$ cat config.mk
export PLATFORM = sky130hd
export DESIGN_NAME = ddr2_init_engine
export DESIGN_NICKNAME = d
export VERILOG_FILES = /design/src/rtl/ddr2_pkg.sv /design/src/rtl/ddr2_wait_timer.sv /design/src/rtl/ddr2_init_engine.sv
export SDC_FILE = /design/constraint.sdc
export NUM_CORES = 1
export LEC_CHECK = 0
export ABC_AREA = 1
export CAP_MARGIN = 20
export CORE_MARGIN = 2
export CORE_UTILIZATION = 63
export CTS_CLUSTER_DIAMETER = 30
export CTS_CLUSTER_SIZE = 24
export DETAILED_ROUTE_END_ITERATION = 12
export PLACE_DENSITY = 0.82
export SLEW_MARGIN = 20
export SYNTH_ARGS = -nofsm -noshare
export SYNTH_HDL_FRONTEND = slang
export SYNTH_SLANG_ARGS = --single-unit
$ cat constraint.sdc
create_clock -name clk -period 3.21 [get_ports clk]
set_input_delay 0.642 -clock clk [delete_from_list [all_inputs] [get_ports clk]]
set_output_delay 0.642 -clock clk [all_outputs]
set_load 0.005 [all_outputs]
$ cat src/rtl/ddr2_pkg.sv
// Shared types and constants for the DDR2 power-up initialisation sequencer.
package ddr2_pkg;

  typedef enum logic [4:0] {
    ST_IDLE,
    ST_CKE_LOW,
    ST_NOP_WAIT,
    ST_PRE1,
    ST_EMR2,
    ST_EMR3,
    ST_EMR1,
    ST_MR_DLLRST,
    ST_PRE2,
    ST_REF1,
    ST_REF2,
    ST_MR,
    ST_OCD_DEF,
    ST_OCD_EXIT,
    ST_WAIT,
    ST_DLL_WAIT,
    ST_DONE
  } state_t;

  typedef enum logic [1:0] {
    WAIT_RP,
    WAIT_MRD,
    WAIT_RFC
  } wait_kind_t;

  // {csbar, rasbar, casbar, webar}
  typedef logic [3:0] cmd_t;

  localparam cmd_t CMD_DESEL = 4'b1111;
  localparam cmd_t CMD_NOP   = 4'b0111;
  localparam cmd_t CMD_PRE   = 4'b0010;
  localparam cmd_t CMD_REF   = 4'b0001;
  localparam cmd_t CMD_MRS   = 4'b0000;

  localparam logic [12:0] A8_DLL_RST   = 13'h0100;
  localparam logic [12:0] A9_7_OCD_DEF = 13'h0380;
  localparam logic [12:0] A10_PRE_ALL  = 13'h0400;

  // Command that follows the wait after command s; ST_DLL_WAIT marks the end of the list.
  function automatic state_t next_cmd_of(state_t s);
    case (s)
      ST_PRE1:      return ST_EMR2;
      ST_EMR2:      return ST_EMR3;
      ST_EMR3:      return ST_EMR1;
      ST_EMR1:      return ST_MR_DLLRST;
      ST_MR_DLLRST: return ST_PRE2;
      ST_PRE2:      return ST_REF1;
      ST_REF1:      return ST_REF2;
      ST_REF2:      return ST_MR;
      ST_MR:        return ST_OCD_DEF;
      ST_OCD_DEF:   return ST_OCD_EXIT;
      default:      return ST_DLL_WAIT;
    endcase
  endfunction

  function automatic wait_kind_t wait_kind_of(state_t s);
    case (s)
      ST_PRE1, ST_PRE2: return WAIT_RP;
      ST_REF1, ST_REF2: return WAIT_RFC;
      default:          return WAIT_MRD;
    endcase
  endfunction

endpackage

$ cat src/rtl/ddr2_wait_timer.sv
// 16-bit loadable down-counter that saturates at zero; done flags a zero count.
module ddr2_wait_timer (
  input  logic        clk,
  input  logic        reset,
  input  logic        load,
  input  logic [15:0] load_val,
  output logic        done
);

  logic [15:0] count;

  always_ff @(posedge clk or posedge reset) begin
    if (reset) begin
      count <= '0;
    end else if (load) begin
      count <= load_val;
    end else if (count != 16'd0) begin
      count <= count - 16'd1;
    end
  end

  assign done = (count == 16'd0);

endmodule

$ cat src/rtl/ddr2_init_engine.sv
// DDR2 power-up init sequencer: drives the JEDEC init command list, then raises ready.
//   state        | meaning
//   IDLE         | reset outputs, waiting for init
//   CKE_LOW      | DESELECT with cke low for T_CKE_LOW cycles
//   NOP_WAIT     | NOP with cke high for T_NOP cycles
//   PRE1..OCD_EXIT | one-cycle command from the init list
//   WAIT         | NOPs for tRP/tMRD/tRFC, then next_cmd
//   DLL_WAIT     | NOP until the DLL counter reaches zero
//   DONE         | ready=1, NOP, held until reset
module ddr2_init_engine
  import ddr2_pkg::*;
#(
  parameter int unsigned  T_CKE_LOW = 200,
  parameter int unsigned  T_NOP     = 80,
  parameter int unsigned  T_RP      = 3,
  parameter int unsigned  T_MRD     = 2,
  parameter int unsigned  T_RFC     = 26,
  parameter int unsigned  T_DLL     = 200,
  parameter logic [12:0]  MR_VAL    = 13'h0642,
  parameter logic [12:0]  EMR1_VAL  = 13'h0004
) (
  input  logic        clk,
  input  logic        reset,
  input  logic        init,
  output logic        ready,
  output logic        csbar,
  output logic        rasbar,
  output logic        casbar,
  output logic        webar,
  output logic [1:0]  ba,
  output logic [12:0] a,
  output logic [1:0]  dm,
  output logic        odt,
  output logic        cke
);

  state_t      state, state_nxt, next_cmd;
  logic        tmr_load, tmr_done, dll_load, dll_done;
  logic [15:0] tmr_val;
  cmd_t        cmd_nxt;
  logic [1:0]  ba_nxt;
  logic [12:0] a_nxt;

  function automatic logic [15:0] wait_len(state_t s);
    case (wait_kind_of(s))
      WAIT_RP:  return 16'(T_RP - 1);
      WAIT_RFC: return 16'(T_RFC - 1);
      default:  return 16'(T_MRD - 1);
    endcase
  endfunction

  // Timers are loaded with T-1 on the edge entering a timed state, so that state lasts T cycles.
  always_comb begin
    state_nxt = state;
    tmr_load  = 1'b0;
    tmr_val   = '0;
    dll_load  = 1'b0;
    case (state)
      ST_IDLE: begin
        if (init) begin
          state_nxt = ST_CKE_LOW;
          tmr_load  = 1'b1;
          tmr_val   = 16'(T_CKE_LOW - 1);
        end
      end
      ST_CKE_LOW: begin
        if (tmr_done) begin
          state_nxt = ST_NOP_WAIT;
          tmr_load  = 1'b1;
          tmr_val   = 16'(T_NOP - 1);
        end
      end
      ST_NOP_WAIT: begin
        if (tmr_done) state_nxt = ST_PRE1;
      end
      ST_WAIT: begin
        if (tmr_done) begin
          if (next_cmd == ST_DLL_WAIT) begin
            state_nxt = dll_done ? ST_DONE : ST_DLL_WAIT;
          end else begin
            state_nxt = next_cmd;
          end
          // DLL count covers the MR_DLLRST cycle itself, hence T_DLL-1.
          dll_load = (next_cmd == ST_MR_DLLRST);
        end
      end
      ST_DLL_WAIT: begin
        if (dll_done) state_nxt = ST_DONE;
      end
      ST_DONE: begin
        state_nxt = ST_DONE;
      end
      default: begin
        state_nxt = ST_WAIT;
        tmr_load  = 1'b1;
        tmr_val   = wait_len(state);
      end
    endcase
  end

  always_comb begin
    cmd_nxt = CMD_NOP;
    ba_nxt  = 2'd0;
    a_nxt   = 13'd0;
    case (state_nxt)
      ST_IDLE, ST_CKE_LOW: cmd_nxt = CMD_DESEL;
      ST_PRE1, ST_PRE2: begin
        cmd_nxt = CMD_PRE;
        a_nxt   = A10_PRE_ALL;
      end
      ST_REF1, ST_REF2: cmd_nxt = CMD_REF;
      ST_EMR2: begin
        cmd_nxt = CMD_MRS;
        ba_nxt  = 2'd2;
      end
      ST_EMR3: begin
        cmd_nxt = CMD_MRS;
        ba_nxt  = 2'd3;
      end
      ST_EMR1, ST_OCD_EXIT: begin
        cmd_nxt = CMD_MRS;
        ba_nxt  = 2'd1;
        a_nxt   = EMR1_VAL;
      end
      ST_OCD_DEF: begin
        cmd_nxt = CMD_MRS;
        ba_nxt  = 2'd1;
        a_nxt   = EMR1_VAL | A9_7_OCD_DEF;
      end
      ST_MR_DLLRST: begin
        cmd_nxt = CMD_MRS;
        a_nxt   = MR_VAL | A8_DLL_RST;
      end
      ST_MR: begin
        cmd_nxt = CMD_MRS;
        a_nxt   = MR_VAL;
      end
      default: cmd_nxt = CMD_NOP;
    endcase
  end

  always_ff @(posedge clk or posedge reset) begin
    if (reset) begin
      state    <= ST_IDLE;
      next_cmd <= ST_PRE1;
      ready    <= 1'b0;
      cke      <= 1'b0;
      {csbar, rasbar, casbar, webar} <= CMD_DESEL;
      ba       <= 2'd0;
      a        <= 13'd0;
      dm       <= 2'd0;
      odt      <= 1'b0;
    end else begin
      state <= state_nxt;
      if (state != ST_WAIT && state_nxt == ST_WAIT) next_cmd <= next_cmd_of(state);
      ready <= (state_nxt == ST_DONE);
      cke   <= !(state_nxt inside {ST_IDLE, ST_CKE_LOW});
      {csbar, rasbar, casbar, webar} <= cmd_nxt;
      ba    <= ba_nxt;
      a     <= a_nxt;
      dm    <= 2'd0;
      odt   <= 1'b0;
    end
  end

  ddr2_wait_timer u_seq_timer (
    .clk      (clk),
    .reset    (reset),
    .load     (tmr_load),
    .load_val (tmr_val),
    .done     (tmr_done)
  );

  ddr2_wait_timer u_dll_timer (
    .clk      (clk),
    .reset    (reset),
    .load     (dll_load),
    .load_val (16'(T_DLL - 1)),
    .done     (dll_done)
  );

endmodule
## Word-level counts from Yosys, hierarchy flattened

Memories as Yosys holds them, arrays and structs flattened.
Cells that the tools add are included.

| word-level totals | value |
|---|---|
| input port bits | 3 |
| memories kept | 1 |
| ROM bits | 64 |
| output and inout port bits | 24 |
| word-level logic and storage cells | 91 |
| register bits after elaboration | 63 |

Memories:

| name | words | bits a word | read ports | clocked after memory_dff | wr ports | line | text |
|---|---|---|---|---|---|---|---|
| (no name shown) | 16 | 4 | 1 | 0 | 0 | ddr2_pkg.sv:45 | `case (s)` |

| cells by class | value |
|---|---|
| reductions and logical operators | 22 |
| add/sub/neg operators | 2 |
| eq/ne operators | 27 |
| muxes and demuxes | 27 |

Operators by type and width:

| cell | number |
|---|---|
| 5-bit by 4-bit == test with 1-bit output, second input constant | 13 |
| 16-bit two-way mux | 4 |
| 11-bit one-hot mux with 5 select lines | 1 |
| 5-bit two-way mux | 8 |
| 16-bit zero test | 2 |
| 16-bit nonzero test | 2 |
| 16-bit by 1-bit subtractor with 16-bit output, second input constant | 2 |
| 5-bit one-hot mux with 6 select lines | 1 |
| 5-bit by 3-bit == test with 1-bit output, second input constant | 5 |
| 8-bit one-hot mux with 3 select lines | 1 |
| 4-bit one-hot mux with 4 select lines | 1 |
| 5-bit by 2-bit == test with 1-bit output, second input constant | 3 |
| 2-bit OR reduction | 6 |
| 5-bit by 1-bit == test with 1-bit output, second input constant | 2 |
| 5-bit == test, second input constant | 2 |
| 5-bit zero test | 2 |
| 5-bit one-hot mux with 2 select lines | 1 |
| 8-bit two-way mux | 1 |
| 7-bit two-way mux | 1 |
| 7-bit OR reduction | 1 |
| 2-bit one-hot mux with 3 select lines | 1 |
| 2-bit nonzero test | 3 |
| 6-bit OR reduction | 1 |
| 5-bit by 4-bit != test with 1-bit output, second input constant | 1 |
| other kinds (10) | 13 |

## Logic depth before layout (Yosys ltp)

| logic depth | value |
|---|---|
| word-level depth | 8 |
| depth in mapped cells | 19 |
| depth with buffers taken out | 19 |

## Cells and area by module

From an unflattened synthesis, not the netlist that was laid out.

| second synthesis, totals | value |
|---|---|
| cells, all modules | 547 |
| area total of the unflattened synthesis | 4,015.1 µm² |

Modules (own cells, without submodules):

| module | area each (µm²) | cells each | sequential area each (µm²) | instances |
|---|---|---|---|---|
| ddr2_wait_timer | 1,213.7 | 169 | 400.4 | 2 |
| ddr2_init_engine | 1,587.8 | 209 | 583.1 | 1 |

## Least setup slack after synthesis

OpenSTA, ideal clock, no wires.

| timing path | value |
|---|---|
| path type | flip-flop to flip-flop |
| start point | reg u_dll_timer.count[0] |
| end point | reg next_cmd[0] |
| clock period less this slack | 2.015 ns |
| library setup time | 0.073 ns |
| cell stages (with the launch flop) | 17 |
| arrival | 1.942 ns |
| data required time | 3.137 ns |
| buffers on the path | 0 |
| path slack | 1.195 ns |
| path through | dfrtp_1 -> inv_1 -> ha_1 -> inv_1 -> nor2_1 -> nand2_1 -> nor2_2 -> nand2_1 -> nand2_2 -> nand3_1 -> nand2_2 -> inv_2 -> nor2_1 -> nand2_2 -> nor3_4 -> nor2_1 -> a21oi_1 |

| on the way | value |
|---|---|
| longest elaborated chain between the ends | 7 |
| elaborated cells on any way between the ends | 8 |
| those cells by class | eq/ne (1); mux (5); reduce/logical (2) |

RTL lines:

| what | line | text |
|---|---|---|
| from (decl) | ddr2_wait_timer.sv:10 | `logic [15:0] count;` |
| from (signal assigned) | ddr2_wait_timer.sv:16 | `count <= load_val;` |
| from (signal assigned) | ddr2_wait_timer.sv:18 | `count <= count - 16'd1;` |
| 16-bit zero test * | ddr2_wait_timer.sv:22 | `assign done = (count == 16'd0);` |
| 5-bit two-way mux | ddr2_init_engine.sv:79 | `state_nxt = dll_done ? ST_DONE : ST_DLL_WAIT;` |
| 5-bit two-way mux | ddr2_init_engine.sv:78 | `if (next_cmd == ST_DLL_WAIT) begin` |
| 5-bit two-way mux | ddr2_init_engine.sv:77 | `if (tmr_done) begin` |
| 5-bit one-hot mux with 6 select lines * | ddr2_init_engine.sv:58 | `case (state)` |
| 5-bit by 4-bit == test with 1-bit output * | ddr2_init_engine.sv:155 | `if (state != ST_WAIT && state_nxt == ST_WAIT) next_cmd <= next_cmd_of(state);` |
| 1-bit logical AND * | ddr2_init_engine.sv:155 |  |
| to (signal assigned) | ddr2_init_engine.sv:155 |  |
| to (decl) | ddr2_init_engine.sv:37 | `state_t state, state_nxt, next_cmd;` |

Every way passes the cells marked *; elsewhere a longest branch is shown, timed or not.
A chain may end at the register's enable or synchronous reset.

## Final worst setup path

| timing path | value |
|---|---|
| start point | reg u_dll_timer.count[0] |
| end point | reg next_cmd[2] |

Same word-level chain as after synthesis.

==> qor.log <==
qor: worst_setup_path.start_kind register
qor: detailed_routing.drt-vias-per-instance 5.30
qor: floorplanning.initial_utilization 65.1%
qor: place.place.gp.congestion 0.876
qor: detailed_routing.route.final.wire_length 6.43 mm
qor: clock_tree.cts.reportedPaths.clkPinSlew 90 ps
qor: min_path.worstHoldPathCells 1
qor: final_layout.fraction_of_final_layout_cells_with_drive_strength_greater_than_1 17.5%
qor: timing.grt_setup_unrepaired no
qor: worst_setup_path.critical_path.max_fanout 7
qor: clock_tree.clockBufferDepth 2
qor: power.p_leak 1.80 nW
qor: timing.timing.fmax 411 MHz
qor: clock_tree.clock_tree.root_cell clkbuf_8
qor: final_layout.area_growth 9.12%
qor: clock_tree.cts_num_sinks 55
qor: global_routing.grt_max_degree 56
qor: timing.max-slew-margin-rel 54.6%
qor: detailed_routing.route.vias.total 2677
qor: detailed_routing.drt_pre_antenna_iters 4
qor: power.worst_vdd_drop 0.000324 V
qor: global_routing.global_route.usage.total 24.7%
qor: floorplanning.floorplan.core_area 5070 sq um
qor: yosys.synth_cells 411
qor: timing.fin_crit 2430 ps
qor: worst_setup_path.timing.critical_path.depth 16
qor: clock_tree.htree_levels 2
qor: floorplanning.placementRows 26
qor: place.dp_hpwl 4.89 mm
qor: flow_run.drv.max_cap_violation_count 0
qor: clock_tree.cts_post_setup_buffers_inserted 0
qor: global_routing.initial_antenna_violation_count 0
qor: timing.fin_worst_hold_slack 505 ps
qor: timing.finalCritPeriodShare 75.8%
qor: yosys.synth-edff-count 0
qor: power.power.density_cell_area 299 nW/um^2
qor: global_routing.gr-usage-met2 43.1%
qor: detailed_routing.drt_iter0_drc 140
qor: timing.final-hold-violation-count 0
qor: floorplanning.overall_die_area 5840 sq um
qor: global_routing.global_route_met3_utilization 3.67%
qor: final_layout.layout_commonest_cell nand2_1
qor: final_layout.finish.net_count 444
qor: global_routing.grt_first_pass_wirelength 11.8 mm
qor: floorplanning.die_h 76.4 um
qor: timing.setup_tns 0 ps
qor: clock_tree.ctsResizeCount 0
qor: detailed_routing.antenna_violating_nets_left 0
qor: place.placement.io_buffers 17
qor: global_routing.number_of_global_route_vias_before_repair 2689
qor: worst_setup_path.critical_path_cell_by_cell inv_1 > ha_1 > inv_1 > nor2_1 > nand2_1 > nor2_2 > nand2_1 > nand2_2 > nand3_1 > nand2_2 > inv_2 > nor2_1 > nand2_2 > nor3_4 > nor2_1 > a21oi_1
qor: global_routing.globalRouteMet1Util 31.0%
qor: floorplanning.floorplan_die_width 76.4 um
qor: yosys.synth-seq-cells 55
qor: worst_setup_path.worst_path_cell_with_the_longest_stage_delay dfrtp_1
qor: clock_tree.number_of_buffers_created_by_cts 5
qor: clock_tree.cts_tree built
qor: detailed_routing.post_drt_wl_per_cell 12.7 um
qor: final_layout.final_cell_mix nand2_1 (59), nor2_1 (54), inv_1 (52)
qor: yosys.synth_area_per_cell 8.04 sq um
qor: yosys.post_synth_num_cell_types 39
qor: yosys.synth-async-reset-ratio 100%
qor: status.status completed
qor: worst_setup_path.critical_path_arrival 2650 ps
qor: worst_setup_path.slowest_delay 410 ps
qor: timing.drv_slew 0
qor: worst_setup_path.worstPathRequired 3430 ps
qor: global_routing.gr-total-overflow 0
qor: final_layout.antennaDiodeCount 0
qor: worst_setup_path.setup.worst_path.end_class register
qor: timing.setup_viol 0
qor: floorplanning.i_o_pins 27
qor: yosys.synth_seq_area_share 41.9%
qor: worst_setup_path.crit_buf_inv 3
qor: timing.final.setup_skew 7.40 ps
qor: clock_tree.clock_insertion_delay_worst_skew 300 ps
qor: worst_setup_path.r2r_cells 16
qor: clock_tree.cts.hold.buffers_added 0
qor: yosys.synth-main-ff-cell dfrtp_1
qor: worst_setup_path.timing.critical_path.max_delay_family simple AND/OR/NAND/NOR gates
qor: final_layout.fillers 384
qor: min_path.timing.hold.worst.class reg2reg
qor: timing.max_slew.worst_pin.slew 681 ps
qor: detailed_routing.detailed_route_drc_error_count 0
qor: global_routing.top_usage_layer met2
qor: yosys.yosysWarningCount 0
qor: worst_setup_path.critPathKind reg2reg
qor: yosys.post_synth_instance_area 3310 sq um
-- cell usage after synthesis, types with 10 or more instances --
cell,number,area share [%]
nor2_2,11,2.1
buf_4,10,2.3
dfrtp_1,49,37
nand2_1,59,6.7
nor3_1,14,2.1
nand3_1,20,3.0
o21ai_0,17,2.6
inv_2,11,1.2
nand2_2,12,2.3
inv_1,53,6.0
nor2_1,54,6.1
a21oi_1,26,3.9
-- layout make-up --
type | instances | area [sq um] | share of cell area, %
multi-input combinational | 286 | 1620 | 44.9
sequential | 55 | 1380 | 38.4
inverter | 68 | 256 | 7.11
timing repair buffer | 18 | 178 | 4.93
tap | 70 | 87.6 | 2.43
clock buffer | 7 | 76.3 | 2.12
clock inverter | 1 | 5.00 | 0.139
-- worst reg2reg max path: cells and delay by family, from the launching register on --
family | cells | cell delay, ps
buffers and inverters | 3 | 230
adders and majority gates | 1 | 180
DFF | 1 | 410
AOI/OAI and AO/OA | 1 | 160
and+or+nand+nor | 11 | 1380
-- logic make-up (layout without fill, tap and decap cells) --
| family | Yosys count | after routing | share of synthesized area (%) |
|---|---|---|---|
| AND/OR/NAND/NOR | 205 | 205 | 33.8 |
| buffers and inverters | 78 | 94 | 10.0 |
| AO/OA/AOI/OAI | 61 | 61 | 10.4 |
| flip-flops | 55 | 55 | 41.9 |
| adder cells (fa/ha/maj) | 7 | 7 | 2.65 |
| XOR/XNOR | 4 | 4 | 1.06 |
| other | 1 | 9 | 0.113 |
-- per-layer routing --
| layer | wire length [um] | share of wire [%] |
|---|---|---|
| met1 | 2940 | 46 |
| met2 | 3180 | 49 |
| met3 | 201 | 3.1 |
| met4 | 121 | 1.9 |
| met5 | 0 | 0 |
-- path summary, 6_finish.rpt --
check,startpoint,end,slack [ps]
max in group asynchronous,reset,state[0]$_DFF_PP0_,1920
worst max register to register,u_dll_timer.count[0]$_DFFE_PP0P_,next_cmd[2]$_DFFE_PP0P_,780
worst min register to register,u_seq_timer.count[11]$_DFFE_PP0P_,u_seq_timer.count[11]$_DFFE_PP0P_,500
min in group asynchronous,reset,u_dll_timer.count[9]$_DFFE_PP0P_,840
worst min-delay path,u_seq_timer.count[11]$_DFFE_PP0P_,u_seq_timer.count[11]$_DFFE_PP0P_,500
worst max-delay path,u_dll_timer.count[0]$_DFFE_PP0P_,next_cmd[2]$_DFFE_PP0P_,780
-- flip-flops by register name, summed over array words and instances (netlist names) --
signal / cells
ba: 2
cke: 1
state: 5
u_seq_timer.count: 16
a: 6
casbar: 1
rasbar: 1
next_cmd: 4
webar: 1
csbar: 1
u_dll_timer.count: 16
ready: 1
-- report_power, final --
part	leakage, nW	switching, mW	total (mW)	internal (mW)
combinational	1.07	0.0162	0.0193	0.00314
clock	0.0422	0.212	0.366	0.154
sequential	0.693	0	0.693	0.693
-- metrics by stage --
step	setup slack (ps)	area (sq um)	util, %	power [mW]	std cells
floorplan	1200	3340	-	0.727	419
CTS	777	3610	71.1	1.09	505
finish	777	3610	71.1	1.08	505
global placement	894	3530	69.5	0.726	497
detailed placement	796	3530	69.5	0.726	497
global route	617	3610	71.1	1.12	505
(Power assumes the default switching activity.)
